**src/rtl/serial_subtractor_pkg.sv**
```systemverilog
// Shared types and constants for the bit-serial subtractor.
package serial_subtractor_pkg;

   localparam int SS_WIDTH_DEFAULT = 4;

   typedef enum logic [1:0] {
      IDLE = 2'd0,
      RUN  = 2'd1,
      DONE = 2'd2
   } ss_state_t;

   // Bit counter must be able to hold the value WIDTH itself.
   function automatic int ss_cnt_w(input int width);
      return $clog2(width + 1);
   endfunction

endpackage

```
**src/rtl/full_subtractor.sv**
```systemverilog
// Single-bit full subtractor cell: d = a - b - bin, with borrow out.
// Latency: purely combinational.
// Backpressure: none; always valid.
module full_subtractor (
   input  logic a,
   input  logic b,
   input  logic bin,
   output logic d,
   output logic bout
);

   assign d    = a ^ b ^ bin;
   assign bout = (~a & b) | (~(a ^ b) & bin);

endmodule

```
**src/rtl/serial_subtractor.sv**
```systemverilog
// LSB-first bit-serial A - B; optional signed overflow via SERIAL_SUBTRACTOR_SIGNED_OVF_EN.
// Latency: WIDTH+1 cycles from accepted start to done pulse.
// Backpressure: start ignored while busy; done may chain directly into the next start.
module serial_subtractor
   import serial_subtractor_pkg::*;
#(
   parameter int WIDTH = SS_WIDTH_DEFAULT
) (
   input  logic             clk,
   input  logic             rst,
   input  logic             start,
   input  logic [WIDTH-1:0] a,
   input  logic [WIDTH-1:0] b,
   output logic             busy,
   output logic             done,
   output logic [WIDTH-1:0] diff,
   output logic             borrow,
   output logic             overflow
);

   localparam int CNT_W = ss_cnt_w(WIDTH);

   ss_state_t        state;
   logic [CNT_W-1:0] count;
   logic [WIDTH-1:0] sr_a;
   logic [WIDTH-1:0] sr_b;
   logic [WIDTH-2:0] res;
   logic [WIDTH-1:0] res_full;
   logic             bin_q;
   logic             cell_d;
   logic             cell_bout;
   logic             last_bit;
   logic [WIDTH-1:0] diff_q;
   logic             borrow_q;

   full_subtractor u_fs (
      .a    (sr_a[0]),
      .b    (sr_b[0]),
      .bin  (bin_q),
      .d    (cell_d),
      .bout (cell_bout)
   );

   // Current bit enters from the MSB side; on the last bit this is the full result.
   assign res_full = {cell_d, res};
   assign last_bit = (count == CNT_W'(WIDTH - 1));

   always_ff @(posedge clk) begin
      if (rst) begin
         state    <= IDLE;
         count    <= '0;
         sr_a     <= '0;
         sr_b     <= '0;
         res      <= '0;
         bin_q    <= 1'b0;
         diff_q   <= '0;
         borrow_q <= 1'b0;
      end else begin
         case (state)
            IDLE: begin
               if (start) begin
                  sr_a  <= a;
                  sr_b  <= b;
                  bin_q <= 1'b0;
                  count <= '0;
                  state <= RUN;
               end
            end
            RUN: begin
               sr_a  <= sr_a >> 1;
               sr_b  <= sr_b >> 1;
               res   <= res_full[WIDTH-1:1];
               bin_q <= cell_bout;
               count <= count + CNT_W'(1);
               if (last_bit) begin
                  diff_q   <= res_full;
                  borrow_q <= cell_bout;
                  state    <= DONE;
               end
            end
            DONE: begin
               if (start) begin
                  sr_a  <= a;
                  sr_b  <= b;
                  bin_q <= 1'b0;
                  count <= '0;
                  state <= RUN;
               end else begin
                  state <= IDLE;
               end
            end
            default: state <= IDLE;
         endcase
      end
   end

`ifdef SERIAL_SUBTRACTOR_SIGNED_OVF_EN
   logic ovf_q;

   // On the last bit the operand registers hold the original sign bits.
   always_ff @(posedge clk) begin
      if (rst) begin
         ovf_q <= 1'b0;
      end else if (state == RUN && last_bit) begin
         ovf_q <= (sr_a[0] != sr_b[0]) && (cell_d != sr_a[0]);
      end
   end

   assign overflow = ovf_q;
`else
   assign overflow = 1'b0;
`endif

   assign busy   = (state == RUN);
   assign done   = (state == DONE);
   assign diff   = diff_q;
   assign borrow = borrow_q;

endmodule

```
**config.mk**
```make
export PLATFORM = sky130hd
export DESIGN_NAME = serial_subtractor
export DESIGN_NICKNAME = d
export VERILOG_FILES = /design/src/rtl/serial_subtractor_pkg.sv /design/src/rtl/full_subtractor.sv /design/src/rtl/serial_subtractor.sv
export SDC_FILE = /design/constraint.sdc
export NUM_CORES = 1
export LEC_CHECK = 0
export ABC_CLOCK_PERIOD_IN_PS = 1300
export CAP_MARGIN = 25
export CELL_PAD_IN_SITES_DETAIL_PLACEMENT = 1
export CELL_PAD_IN_SITES_GLOBAL_PLACEMENT = 2
export CORE_MARGIN = 8
export CORE_UTILIZATION = 27
export DETAILED_ROUTE_END_ITERATION = 8
export GPL_ROUTABILITY_DRIVEN = 0
export PLACE_DENSITY = 0.72
export SETUP_SLACK_MARGIN = 0.3
export SYNTH_ARGS = -nofsm -noshare
export SYNTH_HDL_FRONTEND = slang
export SYNTH_SLANG_ARGS = --single-unit
```
**constraint.sdc**
```tcl
create_clock -name clk -period 1.3 [get_ports clk]
set_clock_uncertainty 0.2 [all_clocks]
set_input_delay 0.13 -clock clk [delete_from_list [all_inputs] [get_ports clk]]
set_output_delay 0.13 -clock clk [all_outputs]
set_load 0.005 [all_outputs]
```
==> results.md, run 1 <==
* Area of the die at roughly 5800 um2
* PwrDens at around 850 nW/um2
* Worst-Skew Late Latency at about 320 ps
* Post-synth EDFFs at 0
* RSZ-0062 raised after global routing: yes
* Core Area at 3580 um2
* Final setup margin at -144 ps
* Slowest CP cell: dfxtp_2
* Outcome: finished with violations
* ANT cells at 0
* Initial Utilization at 0.274
* Setup Crit Path Kind: flop to flop
* Min-delay worst type: input port to flop
* Multi-input logic area at 708 um2
* Drt total wl at ~3100 um
* Post-synth cell types at 23
* Final Hold Viols at 0
* Vias in the first global route at ~1000
* Die height at about 76 um
* Post-detail-place hpwl at 1880 um
* FMAX at 693 MHz
* Worst r2r src: state[1]
* Hold buffers post-CTS at 0
* Register area at between 400 and 500 um2
* Clock transition at the registers of the reported paths at between 100 and 150 ps
* Peak supply drop at about 560 uV
* Setup Viol. Count Final at 22
* Leakage power at 0.674 nW
* Post-synth ARST share at 0
* CP startpoint kind: flop
* Fill cells at 381
* R2R depth at 7
* Max-slew violation count at 0
* First-pass GRT wire length at approximately 5100 um
* Yosys top cell area share at 0.450
* Post-Syn Nets at 122
* Final worst path period share at 1.11
* PortBufs at 17
* Area leader, netlist: dfxtp_1
* # H-tree levels at 1
* Pre-CTS WS at -200 ps
* Clock buffer depth at 2
* Total GRT Usage at 0.106
* Antenna Nets Post-Route at 0
* Critical path buffer and inverter count at 4
* Crit path time final at roughly 1400 ps
* Synth warn at 0
* Hold path depth at 4
* 1st-iter DRT viols at 30
* Max Cap Viol at 0
* GRT overflow at 0
* Share of cells above drive strength 1 at 0.641
* Worst-path cell chain: buf_6, nand2b_4, inv_6, buf_12, buf_12, nor3_4, a211oi_2
* CP Launch Point: state[1]
* Crit path depth at 7
* Worst Path Required at 1320 ps
* Register area share after synthesis at 0.450
* Via Count at between 900 and 1000
* Vias/cell at between 4 and 5
* Initial antenna violation count at 0
* CP Max Fanout at 8
* Avg WL per Cell at 15.5 um
* Post-synthesis register bit count at 22
* TritonCTS clock tree: yes
* Hold path startpoint: start
* Largest net degree at the start of global routing at 23
* Nets@finish at between 150 and 200
* Post-Synthesis Cells at approximately 110
* Placed cell area at about 1400 um2
* Rows at 22
* Clk sinks at 22
* Failing checks: setup timing
* Dominant cell by count in the synthesized netlist: dfxtp_1
* Post-route cell area at between 1500 and 2000 um2
* Io pins at 19
* Most common library cells after synthesis: dfxtp_1, nand2_1, a21oi_1
* Post-route DRC at 0
* Data arrival time at the worst-slack endpoint at 1470 ps
* Crit. End Element: flop
* Mean post-synth cell area at between 9 and 10 um2
* Syn Std Cell Area at ~1000 um2
* Synth Flop Type: dfxtp_1
* Total CTS buffers at 3
* Area Overhead vs Synth at 85.2%
* CP peak stage delay at ~370 ps
* Die X at ~76 um
* Cell family with most CP delay: buffers and inverters
* CP dominant cell by count: buf_12
* Root buffer cell: clkbuf_4
* Drt first pass iters at 4
* Top post-synthesis cells by area: dfxtp_1, mux2i_1, a21oi_1
## stage by stage
stage | total power [mW] | hold WS (ps) | utilization | TNS (ps) | cells
after floorplan | 0.921 | -2.14 | - | -57.3 | 108
after global placement | 1.02 | 246 | 0.383 | -1450 | 181
after detailed placement | 1.03 | 257 | 0.383 | -1910 | 181
after CTS | 1.48 | 185 | 0.456 | -1900 | 195
after global routing | 1.62 | 210 | 0.507 | -2920 | 201
final | 1.54 | 200 | 0.507 | -1810 | 201
## cell families after synthesis
kind of cell    after synthesis  synth area share
flops                        22             0.450
fa+ha+maj                     3            0.0460
other cells                   1           0.00383
compound gates               22             0.149
simple gates                 40             0.195
buf+inv                      12            0.0741
mux                           8            0.0817
## layout by cell type (no fill, tap or decap), types with 5 or more instances in the layout
cell	Yosys	layout
dfxtp_1	22	11
buf_4	2	17
buf_6	2	13
nand3_2	0	5
nand2_1	12	8
mux2i_1	8	6
a21oi_2	1	10
clkdlybuf4s50_1	0	9
dfxtp_2	0	10
## routing by layer
layer / track usage / wire length (um)
met1: 0.130 / 1360
met2: 0.179 / 1600
met3: 0.0200 / 81
met4: 0.0404 / 80
met5: 0 / 0
## sequential cells by signal (all words and copies together) (netlist names)
signal / count
bin_q: 1
sr_a: 4
sr_b: 4
res: 3
diff: 4
borrow: 1
state: 2
count: 3
## worst paths after layout
check / endpoint / slack (ps)
setup reg to reg: sr_a[0] / -140
hold reg to reg: diff[0] / 280
hold / removal: sr_b[0] / 200
setup / recovery: sr_a[0] / -140
## layout make-up
type,instances,area share
timing repair buffer,49,0.299
clock buffer,4,0.0145
multi-input combinational,74,0.390
sequential,22,0.252
tap,48,0.0331
inverter,4,0.0110
## worst min-delay path, cell delays in order
cell           delay [ps]
dlygate4sd2_1         290
nand2b_4               80
nand2_4               120
a211oi_1               70
## power breakdown
group	switching (mW)	internal, mW
sequential	0.0340	0.711
clock	0.220	0.120
combinational	0.198	0.260
## what timing repair did
item                       CTS  global route
gates cloned                 2             0
setup endpoints to repair   29            29
resized for setup           68            29
setup buffers                8             6
pin swaps                   10            14
Power figures use the tool's default switching activity.
==> run 2: changes to the inputs <==
--- a/config.mk
+++ b/config.mk
@@ -6,13 +6,13 @@
 export NUM_CORES = 1
 export LEC_CHECK = 0
 export ABC_CLOCK_PERIOD_IN_PS = 1300
-export CAP_MARGIN = 25
 export CELL_PAD_IN_SITES_DETAIL_PLACEMENT = 1
 export CELL_PAD_IN_SITES_GLOBAL_PLACEMENT = 2
 export CORE_MARGIN = 8
 export CORE_UTILIZATION = 27
 export DETAILED_ROUTE_END_ITERATION = 8
 export GPL_ROUTABILITY_DRIVEN = 0
+export GPL_TIMING_DRIVEN = 1
 export PLACE_DENSITY = 0.72
 export SETUP_SLACK_MARGIN = 0.3
 export SYNTH_ARGS = -nofsm -noshare
==> results of run 2 <==
No change in the layout: final DEF, timing and power equal those of run 1.
==> run 3: changes to the inputs <==
--- a/config.mk
+++ b/config.mk
@@ -8,7 +8,7 @@
 export ABC_CLOCK_PERIOD_IN_PS = 1300
 export CELL_PAD_IN_SITES_DETAIL_PLACEMENT = 1
 export CELL_PAD_IN_SITES_GLOBAL_PLACEMENT = 2
-export CORE_MARGIN = 8
+export CORE_MARGIN = 2
 export CORE_UTILIZATION = 27
 export DETAILED_ROUTE_END_ITERATION = 8
 export GPL_ROUTABILITY_DRIVEN = 0
==> run 3 against run 2 <==
- the run still ends with setup timing left
- via count decreased by 3.8%
- worst hold slack improved by 39 ps
- global-route usage increased by 3.4 points
- core utilization decreased by 2.2 points
- largest power group unchanged
==> results.md, run 3 (synthesized netlist as in run 1, its figures left out) <==
* Outcome: finished with violations
* Failing checks: setup timing
* Drt first pass iters at 4 (unchanged)
* Largest net degree at the start of global routing at 23 (unchanged)
* First-pass GRT wire length at 4490 um (-12%)
* Setup Crit Path Kind: flop to flop
* Initial antenna violation count at 0 (unchanged)
* PortBufs at 17 (unchanged)
* Worst Path Required at 1340 ps (+20 ps)
* CP startpoint kind: flop
* TritonCTS clock tree: yes
* Via Count at 903 (-3.8%)
* FMAX at 698 MHz (+0.81%)
* Io pins at 19 (unchanged)
* Worst r2r src: sr_b[0]
* Min-delay worst type: input port to flop
* Most common cell after layout, fill and taps aside: buf_6
* Data arrival time at the worst-slack endpoint at 1470 ps (about the same)
* Clock transition at the registers of the reported paths at 130 ps (about the same)
* Final Hold Viols at 0 (unchanged)
* Crit path time final at 1430 ps (-11.7 ps)
* Avg WL per Cell at 14.1 um (-9.0%)
* PwrDens at 882 nW/um2 (+3.6%)
* Clk sinks at 22 (unchanged)
* Total GRT Usage at 0.140 (+0.0339)
* Antenna Nets Post-Route at 0 (unchanged)
* Hold path depth at 5 (+1)
* Total CTS buffers at 3 (unchanged)
* GRT overflow at 0 (unchanged)
* Area of the die at 4130 um2 (-29%)
* R2R depth at 4 (-3)
* Max Cap Viol at 0 (unchanged)
* Peak supply drop at 370 uV (-34%)
* Worst Hold Path EP: count[1]
* Placed cell area at 1380 um2 (+0.73%)
* Area Overhead vs Synth at 69.2%
* Max-slew violation count at 0 (unchanged)
* Leakage power at 0.628 nW (-6.8%)
* Post-route DRC at 0 (unchanged)
* Share of cells above drive strength 1 at 0.599 (-0.0419)
* # H-tree levels at 1 (unchanged)
* Most frequent cells in the layout: buf_6, a21oi_2, dfxtp_1
* Die height at 64.2 um (-16%)
* Setup Viol. Count Final at 22 (unchanged)
* Fill cells at 379 (-0.52%)
* Core Area at 3420 um2 (-4.5%)
* Worst-Skew Late Latency at 310 ps (about the same)
* Drt total wl at 2730 um (-13%)
* Hold buffers post-CTS at 0 (unchanged)
* RSZ-0062 raised after global routing: yes
* Vias/cell at 4.68 (+0.15%)
* Clock buffer depth at 2 (unchanged)
* Reg-to-reg slack, setup at -130 ps (about the same)
* Final setup margin at -132 ps (+11.7 ps)
* Final worst path period share at 1.10 (-0.00897)
* CP Max Fanout at 2 (-6)
* Vias in the first global route at 968 (-2.8%)
* 1st-iter DRT viols at 3 (-90%)
* Die X at 64.2 um (-16%)
* Root buffer cell: clkbuf_4
* Fin util at 0.485 (-0.0216)
* Post-route cell area at 1660 um2 (-8.6%)
* Rows at 21 (-4.5%)
* Post-detail-place hpwl at 1810 um (-3.3%)
* Crit. End Element: flop
* Nets@finish at 162 (-3.6%)
* Initial Utilization at 0.287 (+0.0130)
* R2R Path End: diff[3]
* ANT cells at 0 (unchanged)
* Hold path startpoint: start
run 3: how the worst max path moves through the flow:
stage               slack, ps  cells after the start  endpoint    start
floorplan                 -40                      4   diff[3]    bin_q
global placement         -150                      5   sr_a[0]    start
detailed placement       -140                      5   sr_a[2]    start
CTS                      -150                      4   diff[3]  sr_b[0]
global route             -200                      4    res[2]  sr_b[0]
finish                   -130                      4   diff[3]  sr_b[0]
run 3: area by class of cell:
class	count	area (um2)	area share
clock buffer	4	26.3	0.0158
inverter	4	17.5	0.0106
multi-input combinational	74	674	0.407
sequential	22	457	0.275
tap	46	57.6	0.0347
timing repair buffer	43	425	0.257
run 3: metal layers:
layer	up-vias	track usage	wire length (um)
met5	-	0	0
met3	4	0.0246	76
met2	11	0.249	1370
met4	0	0.0479	33
met1	438	0.170	1250
li1	450	-	-
run 3: worst max-delay path: stages, from the launching register on:
cell	delay, ps
dfxtp_2	360
inv_2	40
fa_2	570
nand3_1	70
a21oi_1	130
run 3: repair_timing:
action	in CTS	in global routing
pin swaps	23	9
gates resized for setup	67	15
endpoints found under the setup margin	29	29
setup buffers	7	3
run 3: report_power, final:
part	switching (mW)	leakage [nW]	internal, mW	total [mW]
clock	0.211	0.0150	0.120	0.331
sequential	0.0318	0.185	0.711	0.743
combinational	0.174	0.428	0.214	0.388
run 3: stage by stage:
stage                     total power [mW]  TNS [ps]  setup WS, ps  instances  hold WS, ps
final                                 1.46     -1560          -132        193          239
after global routing                  1.55     -2810          -201        193          240
after CTS                             1.43     -1370          -147        190          220
after detailed placement              1.04     -1700          -145        179          265
after global placement                1.03     -1320          -152        179          248
after floorplan                      0.921     -57.3         -38.3        108        -2.14
